===== src/rtl/mdr_mem_interface.sv =====
// Memory data register and single-outstanding memory request sequencer (IDLE/REQ/DONE).
// Optional REQ timeout watchdog enabled by defining MDR_TIMEOUT_EN.
module mdr_mem_interface #(
    parameter int unsigned ADDR_W         = 9,
    parameter int unsigned TIMEOUT_CYCLES = 16
) (
    input  logic              in_clk,
    input  logic              in_clr,
    input  logic              in_read_start,
    input  logic              in_write_start,
    input  logic [ADDR_W-1:0] in_addr,
    input  logic [3:0]        in_dest,
    input  logic              in_mdr_in,
    input  logic [31:0]       in_bus_data,
    output logic              out_mem_req,
    output logic              out_mem_we,
    output logic [ADDR_W-1:0] out_mem_addr,
    output logic [31:0]       out_mem_wdata,
    input  logic              in_mem_ack,
    input  logic [31:0]       in_mem_rdata,
    output logic [31:0]       out_mdr,
    output logic              out_rf_write,
    output logic [3:0]        out_rf_select,
    output logic              out_busy,
    output logic              out_done,
    output logic              out_timeout
);

    typedef enum logic [1:0] {StIdle, StReq, StDone} state_t;

    state_t            state_q, state_d;
    logic [ADDR_W-1:0] addr_q;
    logic [3:0]        dest_q;
    logic              is_read_q;
    logic [31:0]       mdr_q;
    logic              timed_out;
    logic              start;

    assign start = in_read_start | in_write_start;

`ifdef MDR_TIMEOUT_EN
    localparam logic [7:0] TimeoutLast = 8'(TIMEOUT_CYCLES - 1);

    logic [7:0] cnt_q;
    logic       timeout_q;
    logic       expire;

    assign expire    = (state_q == StReq) && !in_mem_ack && (cnt_q == TimeoutLast);
    assign timed_out = timeout_q;

    always_ff @(posedge in_clk or posedge in_clr) begin
        if (in_clr) begin
            cnt_q     <= '0;
            timeout_q <= 1'b0;
        end else if (state_q == StIdle && start) begin
            cnt_q     <= '0;
            timeout_q <= 1'b0;
        end else if (expire) begin
            timeout_q <= 1'b1;
        end else if (state_q == StReq && !in_mem_ack) begin
            cnt_q <= cnt_q + 8'd1;
        end
    end
`else
    logic expire;

    assign expire    = 1'b0;
    assign timed_out = 1'b0;
`endif

    always_comb begin
        state_d = state_q;
        case (state_q)
            StIdle: if (start) state_d = StReq;
            StReq:  if (in_mem_ack || expire) state_d = StDone;
            StDone: state_d = StIdle;
            default: state_d = StIdle;
        endcase
    end

    always_ff @(posedge in_clk or posedge in_clr) begin
        if (in_clr) begin
            state_q <= StIdle;
        end else begin
            state_q <= state_d;
        end
    end

    // Read wins when both starts are high; mdr_in only loads when no start is present.
    always_ff @(posedge in_clk or posedge in_clr) begin
        if (in_clr) begin
            addr_q    <= '0;
            dest_q    <= '0;
            is_read_q <= 1'b0;
            mdr_q     <= '0;
        end else begin
            case (state_q)
                StIdle: begin
                    if (start) begin
                        addr_q    <= in_addr;
                        dest_q    <= in_dest;
                        is_read_q <= in_read_start;
                    end else if (in_mdr_in) begin
                        mdr_q <= in_bus_data;
                    end
                end
                StReq: begin
                    if (in_mem_ack && is_read_q) begin
                        mdr_q <= in_mem_rdata;
                    end
                end
                default: ;
            endcase
        end
    end

    always_comb begin
        out_mem_req   = (state_q == StReq);
        out_mem_we    = (state_q == StReq) && !is_read_q;
        out_mem_addr  = addr_q;
        out_mem_wdata = mdr_q;
        out_mdr       = mdr_q;
        out_busy      = (state_q != StIdle);
        out_done      = (state_q == StDone);
        out_rf_write  = (state_q == StDone) && is_read_q && !timed_out;
        out_rf_select = out_rf_write ? dest_q : 4'd0;
        out_timeout   = (state_q == StDone) && timed_out;
    end

endmodule


===== config.mk =====
export PLATFORM = sky130hd
export DESIGN_NAME = mdr_mem_interface
export DESIGN_NICKNAME = d
export VERILOG_FILES = /design/src/rtl/mdr_mem_interface.sv
export SDC_FILE = /design/constraint.sdc
export NUM_CORES = 1
export LEC_CHECK = 0
export CAP_MARGIN = 30
export CORE_MARGIN = 2
export CORE_UTILIZATION = 36
export DETAILED_ROUTE_END_ITERATION = 12
export PLACE_DENSITY_LB_ADDON = 0.15
export SYNTH_ARGS = -nofsm -noshare
export SYNTH_HDL_FRONTEND = slang
export SYNTH_SLANG_ARGS = --single-unit

===== constraint.sdc =====
create_clock -name in_clk -period 2.65 [get_ports in_clk]
set_clock_uncertainty 0.05 [all_clocks]
set_input_delay 0.53 -clock in_clk [delete_from_list [all_inputs] [get_ports in_clk]]
set_output_delay 0.53 -clock in_clk [all_outputs]
set_load 0.05 [all_outputs]

# Yosys cells after proc, flatten, opt, wreduce, memory -nomap -nowiden
# Cells that the tools add are included.
# totals
ff_bits	48
input_bits	83
# op_classes
bitwise	1
muxes	8
n_eq_ne	7
reduce_logical	10
# op_table
cell	n
32-bit two-way mux	3
32-bit one-hot mux with 2 select lines	1
2-bit != test (second input constant)	3
2-bit two-way mux	2
4-bit two-way mux	1
2-bit by 1-bit != test with 1-bit output (second input constant)	2
2-bit one-hot mux with 2 select lines	1
2-bit AND reduction	2
4-bit AND reduction	1
2-bit nonzero test	2
1-bit logical AND	3
2-bit by 1-bit equality test with 1-bit output (second input constant)	1
2-bit equality test (second input constant)	1
2-bit logical NOT	1
1-bit logical NOT	1
1-bit bitwise OR	1

# Longest topological paths before layout
# Gate-level depths: netlist of the first run.
# depth
depth_word	3
depth_mapped	5

# Worst setup path after synthesis of the first run
# OpenSTA, ideal clock, no wires.
# synth_timing
path_type	register -> output
start	register state_q[1]
end	output out_rf_select[0]
t_arrival_ns	1.845
required_ns	2.070
path_stages_with_launch	3
slack_ns	0.225
path_cell_list	dfrtp_1 > nor2b_1 > and3_1
# synth_between
elab_chain_len	3
# synth_rtl
item	line_no	text
start, declared	31	state_t state_q, state_d;
start signal, assigned	83	state_q <= StIdle;
start signal, assigned	85	state_q <= state_d;
2-bit equality test	--	
net out_done	25	output logic out_done,
1-bit logical AND	125	out_rf_write = (state_q == StDone) && is_read_q && !timed_out;
4-bit two-way mux	126	out_rf_select = out_rf_write ? dest_q : 4'd0;
end, declared	23	output logic [3:0] out_rf_select,
# The timed path passes the listed nets, and every way through them passes these cells.

# Worst setup path after layout of the first run
# layout_timing
start	register state_q[1]
end	output out_done
# layout_between
elab_chain_len	1
# layout_rtl
item	line_no
2-bit equality test	--
end, declared	25
# Every way passes these cells.

==> reports/qor.log, run 1 <==
qor: drt.dr_total_vias 1890
qor: timing.rsz0062_at_grt no
qor: timing.timing.setup.tns 0 ns
qor: synthesis.yosys.area_share.simple 0.03428
qor: clocking.cts_resized 0
qor: synthesis.synth-seq-cells 48
qor: synthesis.synth_xor_xnor_area_share 0
qor: clocking.cts_max_path_buffers 2
qor: worst_setup_path.path_max_fanout 5
qor: timing.finalCritPeriodShare 0.9350
qor: grt.wire_length_of_the_first_global_routing_pass 8838 µm
qor: placement.dp_slack 0.2212 ns
qor: drt.drt_pass1_iterations 3
qor: hold_path.hold_path_class reg2reg
qor: synthesis.netlist_top_cells_area sky130_fd_sc_hd__dfrtp_1 (48%), sky130_fd_sc_hd__mux2_2 (34%), sky130_fd_sc_hd__buf_4 (9.8%)
qor: timing.final_period_minus_worst_setup_slack 2.478 ns
qor: synthesis.synth_area_leader_cell sky130_fd_sc_hd__dfrtp_1
qor: worst_setup_path.worst_setup_path_end_kind primary output
qor: clocking.cts_max_level 2
qor: synthesis.synth_fp_nets 271
qor: timing.slew_violations 0
qor: timing.max_freq 0.4036 GHz
qor: placement.routabilityCongestion 0.7524
qor: worst_setup_path.timing.critical_path.buf_inv 1
qor: clocking.num_cts_buffers 5
qor: drt.postRouteAntennaNets 0
qor: floorplan.dieArea 7682 µm²
qor: placement.port_buffers 164
qor: timing.maxSlewHeadroom 0.6335
qor: cells_and_area.design.final.nets 406
qor: synthesis.yosys-mux-area-fraction 0.3482
qor: drt.drt_drc_violations_left 0
qor: synthesis.synthesis.instances 188
qor: floorplan.design.portCount 166
qor: worst_setup_path.worst_ep_arrival_time 1.90 ns
qor: timing.worst_slew_pin_slew 0.5497 ns
qor: grt.number_of_global_route_vias_before_repair 1841
qor: worst_setup_path.setup.worst_path.start_class register
qor: placement.place.detailed.hpwl 4640 µm
qor: timing.report.final.hold_viol_count 0
qor: drt.drt-total-wl 5925 µm
qor: clocking.clkLatencyLatePin 0.29 ns
qor: worst_setup_path.timing.critical_path.cells nor2b_1 -> clkdlybuf4s50_1
qor: floorplan.die_w 87.65 µm
qor: synthesis.yosys_warnings 0
qor: worst_setup_path.timing.setup.critical_path_class reg2out
qor: clocking.numClockSinks 48
qor: grt.global_route.overflow_total 0
qor: timing.report.final.setup_viol 0
qor: cells_and_area.drive_gt1_frac 0.2991
qor: drt.drt_first_iter_violations 17
qor: drt.detail_route.vias_per_cell 4.532
qor: grt.track_usage 0.1475
qor: grt.grt_max_degree 49
qor: worst_setup_path.crit_path_leading_delay_family buffers and inverters
qor: drt.routed_wl_met2 2763 µm
qor: synthesis.synth.yosys.seq_area_share 0.4769
qor: floorplan.core.rowCount 30
qor: cells_and_area.post-route-util 0.6064
qor: drt.average_wire_per_standard_cell 14.21 µm
qor: placement.post_dp_cell_area 4051 µm²
qor: floorplan.initial_core_util 0.3707
qor: run_status.result_of_the_run complete, no violations
qor: floorplan.placeableCoreArea 6794 µm²
qor: worst_setup_path.crit_path_top_delay_cell sky130_fd_sc_hd__clkdlybuf4s50_1
qor: cells_and_area.stdcell_area 4120 µm²
qor: drt.met3RoutedLength 501 µm
qor: flow_run.max_cap_violations 0
qor: drt.wirelength_met1 2581 µm
qor: drt.top_signal_layer_used met4
qor: clocking.clk_pin_slew_worst_paths 0.08 ns
qor: worst_setup_path.crit_required 2.07 ns
qor: synthesis.netlist_area 2519 µm²
qor: clocking.cts_setup_buffers 0
qor: synthesis.synth_top_area_share 0.4769
qor: synthesis.synth_compound_gate_area_share 0.01441
qor: clocking.cts_tree yes
qor: clocking.postCtsHoldBufs 0
qor: cells_and_area.syn_to_final_growth 63.59%
qor: synthesis.synth_top_family_by_area multiplexers
qor: synthesis.syn-mean-instance-area 13.40 µm²
qor: clocking.clock_tree.root_cell sky130_fd_sc_hd__clkbuf_8
qor: worst_setup_path.crit_path_max_incr_delay 0.85 ns
qor: floorplan.die_h 87.65 µm
qor: grt.antenna_violations_before_repair 0
qor: timing.post-route-worst-setup-slack 0.1723 ns
qor: synthesis.post_synthesis_adder_cell_area_fraction 0
qor: cells_and_area.filler_cell_count 561
qor: cells_and_area.antenna_cells_inserted 0
qor: synthesis.yosys.cell_types.count 18
state kept, by name, summed over array words and instances (netlist names):
register	flops
out_mdr	32
out_mem_addr	9
dest_q	4
state_q	2
is_read_q	1
synthesized netlist by cell type (all sizes together):
| library cell | count |
|---|---|
| dfrtp | 48 |
| a22o | 1 |
| a211oi | 1 |
| or3 | 1 |
| inv | 2 |
| buf | 41 |
| and3 | 4 |
| nand2 | 3 |
| mux2 | 77 |
| nor2b | 3 |
| mux2i | 1 |
| and2 | 2 |
| nor2 | 2 |
| conb | 1 |
| o21a | 1 |
cells by family (layout without fill, tap and decap cells):
group                  after synthesis  count (layout)
other                                1               1
AND/OR/NAND/NOR                     15              15
flip-flops                          48              48
AO/OA/AOI/OAI                        3               3
buffers and inverters               43             176
multiplexers                        78              78
path summary, 6_finish.rpt:
| kind | from | to | slack (ns) | cells past startpoint |
|---|---|---|---|---|
| max | state_q[1]$_DFFE_PP0P_ | out_done | 0.17 | 2 |
| min | dest_q[1]$_DFFE_PP0P_ | dest_q[1]$_DFFE_PP0P_ | 0.46 | 1 |
| max reg2reg | state_q[0]$_DFFE_PP0P_ | out_mdr[16]$_DFFE_PP0P_ | 0.76 | 4 |
| min reg2reg | dest_q[1]$_DFFE_PP0P_ | dest_q[1]$_DFFE_PP0P_ | 0.46 | 1 |
| max in group asynchronous | in_clr | out_mdr[25]$_DFFE_PP0P_ | 1.79 | 3 |
| min in group asynchronous | in_clr | out_mdr[0]$_DFFE_PP0P_ | 0.54 | 3 |
per-layer routing:
metal  GRT usage  vias to the layer above
li1            -                      880
met1      0.1889                      903
met2      0.2362                      100
met3     0.04524                        7
met4     0.05315                        0
met5           0                        -
layout make-up:
type	count	area, µm²	share of cell area
Clock buffer	5	68.82	0.01670
Multi-Input combinational cell	97	1011	0.2454
Tap cell	96	120.1	0.02915
Inverter	2	7.507	0.001822
Sequential cell	48	1201	0.2915
Timing Repair Buffer	169	1712	0.4154
placed cells by master (no fill, tap or decap), drive strengths merged:
cell,netlist,final
a211oi,1,1
a22o,1,1
and2,2,2
and3,4,4
buf,41,12
clkbuf,0,5
clkdlybuf4s50,0,157
conb,1,1
dfrtp,48,48
inv,2,2
mux2,77,77
mux2i,1,1
nand2,3,3
nor2,2,2
nor2b,3,3
o21a,1,1
or3,1,1
per-stage QoR:
step	instances	hold WS (ns)
after detailed placement	412	0.4432
after CTS	417	0.4645
final	417	0.4596
after floorplan	188	0.4222
after global routing	417	0.4768
after global placement	412	0.4344
Power of run 1 is not shown: default switching activity piles up to over one toggle a cycle in this logic, so the estimate is an artifact.
==> run 2, diff against run 1 <==
==> constraint.sdc (replaced) <==
create_clock -name in_clk -period 2.65 [get_ports in_clk]
set_clock_uncertainty 0.05 [all_clocks]
set_input_delay 0.53 -clock in_clk [delete_from_list [all_inputs] [get_ports in_clk]]
set_output_delay 0.53 -clock in_clk [all_outputs]
set_load 0.02 [all_outputs]
==> run 2 against run 1 <==
  * Critical path depth increased by 1
  * Via count unchanged
  * Routed wire length increased by 0.22%
  * Final area about the same
  * Cell count increased by 0.48%
  * Largest cell class unchanged
  * Critical endpoint is now out_rf_select[2]
  * Hold slack improved by 0.00093 ns
==> reports/qor.log, run 2 (same netlist as run 1, synthesis figures left out) <==
qor: floorplan.die_w 87.65 µm
qor: clocking.clock_tree.root_cell sky130_fd_sc_hd__clkbuf_8
qor: cells_and_area.largest_register_ffs 32
qor: grt.grt_max_degree 49
qor: cells_and_area.drive_gt1_frac 0.2786
qor: timing.worst_slew_pin_slew 0.6057 ns
qor: cells_and_area.mostFrequentLayoutCells sky130_fd_sc_hd__clkdlybuf4s50_1 (164), sky130_fd_sc_hd__mux2_2 (75), sky130_fd_sc_hd__dfrtp_1 (48), sky130_fd_sc_hd__clkbuf_8 (6), sky130_fd_sc_hd__and3_1 (4)
qor: worst_setup_path.timing.critical_path.buf_inv 1
qor: clocking.num_cts_buffers 5
qor: placement.place.detailed.hpwl 4549 µm
qor: worst_setup_path.worst_ep_arrival_time 1.89 ns
qor: floorplan.initial_core_util 0.3707
qor: placement.port_buffers 164
qor: run_status.result_of_the_run complete, no violations
qor: clocking.clkLatencyLatePin 0.30 ns
qor: drt.detail_route.vias_per_cell 4.511
qor: timing.slew_violations 0
qor: floorplan.die_h 87.65 µm
qor: power_and_ir_drop.max-vdd-ir-drop 0.5557 mV
qor: worst_setup_path.worst_setup_path_end_kind primary output
qor: floorplan.design.portCount 166
qor: floorplan.dieArea 7682 µm²
qor: drt.dr_total_vias 1890
qor: drt.drt-total-wl 5938 µm
qor: clocking.clk_pin_slew_worst_paths 0.08 ns
qor: grt.antenna_violations_before_repair 0
qor: power_and_ir_drop.power_density 1142 nW/µm²
qor: timing.finalCritPeriodShare 0.9313
qor: timing.maxSlewHeadroom 0.5962
qor: worst_setup_path.path_max_fanout 6
qor: drt.drt_pass1_iterations 4
qor: timing.max_freq 0.4052 GHz
qor: placement.dp_cells 411
qor: power_and_ir_drop.static_leakage 1.649 nW
qor: timing.timing.setup.tns 0 ns
qor: drt.postRouteAntennaNets 0
qor: timing.rsz0062_at_grt no
qor: timing.final_period_minus_worst_setup_slack 2.468 ns
qor: clocking.cts_max_level 2
qor: floorplan.core.rowCount 30
qor: drt.average_wire_per_standard_cell 14.17 µm
qor: hold_path.hold_path_class reg2reg
qor: drt.drt_first_iter_violations 40
qor: grt.global_route.overflow_total 0
qor: timing.report.final.setup_viol 0
qor: timing.report.final.hold_viol_count 0
qor: floorplan.placeableCoreArea 6794 µm²
qor: clocking.cts_tree yes
qor: timing.worst_hold_slack 0.4605 ns
qor: clocking.numClockSinks 48
qor: drt.drt_drc_violations_left 0
qor: cells_and_area.final_cells 419
qor: clocking.cts_max_path_buffers 2
qor: worst_setup_path.crit_path_top_delay_cell sky130_fd_sc_hd__clkdlybuf4s50_1
qor: power_and_ir_drop.total_chip_power 4.703 mW
qor: worst_setup_path.crit_required 2.07 ns
qor: worst_setup_path.setup.worst_path.start_class register
qor: worst_setup_path.crit_path_max_incr_delay 0.61 ns
qor: worst_setup_path.crit_path_leading_delay_family buffers and inverters
qor: grt.number_of_global_route_vias_before_repair 1894
qor: worst_setup_path.timing.setup.critical_path_class reg2out
qor: clocking.cts_setup_buffers 0
qor: flow_run.max_cap_violations 0
qor: cells_and_area.design.final.nets 405
qor: worst_setup_path.timing.critical_path.cells nor2b_2 -> and3_1 -> clkdlybuf4s50_1
qor: grt.track_usage 0.1539
qor: cells_and_area.syn_to_final_growth 63.44%
qor: cells_and_area.post-route-util 0.6059
qor: cells_and_area.antenna_cells_inserted 0
qor: placement.routabilityCongestion 0.6996
qor: cells_and_area.layout.cells.most_common sky130_fd_sc_hd__clkdlybuf4s50_1
qor: grt.wire_length_of_the_first_global_routing_pass 9142 µm
[run 2: cell count changes in the layout (fill, tap and decap cells not counted)]
| cell | before | now |
|---|---|---|
| sky130_fd_sc_hd__clkbuf_1 | 0 | 2 |
| sky130_fd_sc_hd__nor2b_1 | 2 | 1 |
| sky130_fd_sc_hd__buf_4 | 8 | 3 |
| sky130_fd_sc_hd__buf_12 | 4 | 1 |
| sky130_fd_sc_hd__clkbuf_8 | 5 | 6 |
| sky130_fd_sc_hd__nor2b_2 | 0 | 1 |
| sky130_fd_sc_hd__clkdlybuf4s50_1 | 157 | 164 |
[run 2: power by group]
group | leakage (nW) | switching [mW] | internal [mW] | total, mW
registers | 0.565 | 0.279 | 1.10 | 1.38
logic | 1.04 | 1.28 | 1.59 | 2.88
clock network | 0.0455 | 0.235 | 0.213 | 0.448
[run 2: worst paths after layout]
| kind | startpoint | endpoint | slack [ns] | depth (start not counted) |
|---|---|---|---|---|
| max | state_q[1]$_DFFE_PP0P_ | out_rf_select[2] | 0.18 | 3 |
| min | dest_q[2]$_DFFE_PP0P_ | dest_q[2]$_DFFE_PP0P_ | 0.46 | 1 |
| max reg2reg | state_q[0]$_DFFE_PP0P_ | out_mdr[28]$_DFFE_PP0P_ | 0.66 | 4 |
| min reg2reg | dest_q[2]$_DFFE_PP0P_ | dest_q[2]$_DFFE_PP0P_ | 0.46 | 1 |
| max in group asynchronous | in_clr | out_mem_addr[1]$_DFFE_PP0P_ | 1.50 | 3 |
| min in group asynchronous | in_clr | out_mdr[1]$_DFFE_PP0P_ | 0.65 | 3 |
[run 2: metal layers]
layer,GRT usage,vias up,share of wire,routed length (µm)
li1,-,880,-,-
met1,0.1828,897,0.41,2415
met2,0.2521,104,0.47,2795
met3,0.06503,9,0.10,619
met4,0.05175,0,0.018,107
met5,0,-,0,0
[run 2: final cells by class]
class                      count  area, µm²
sequential                    48       1201
tap                           96      120.1
multi-input combinational     97       1013
clock buffer                   8      90.09
inverter                       2      7.507
fill                         563       2678
timing repair buffer         168       1684
[run 2: stage by stage]
step | area [µm²] | setup WS, ns
after global placement | 4024 | 0.2533
after global routing | 4116 | 0.07927
after detailed placement | 4024 | 0.2296
after CTS | 4114 | 0.09423
final | 4116 | 0.1821
after floorplan | 2519 | 0.7339
[run 2: worst reg2reg max path, cell delays in order (launching register included)]
cell,delay (ns)
sky130_fd_sc_hd__dfrtp_1,0.47
sky130_fd_sc_hd__nor2b_4,0.29
sky130_fd_sc_hd__buf_4,0.39
sky130_fd_sc_hd__mux2_2,0.39
sky130_fd_sc_hd__mux2_1,0.29
[run 2: what timing repair did]
| action | in CTS | in global routing |
|---|---|---|
| resized for setup | 0 | 1 |
| hold buffers | 0 | 0 |
| setup endpoints to repair | 0 | 1 |
| hold endpoints to repair | 0 | 0 |
Note: power is estimated with default switching activity, not from simulation.
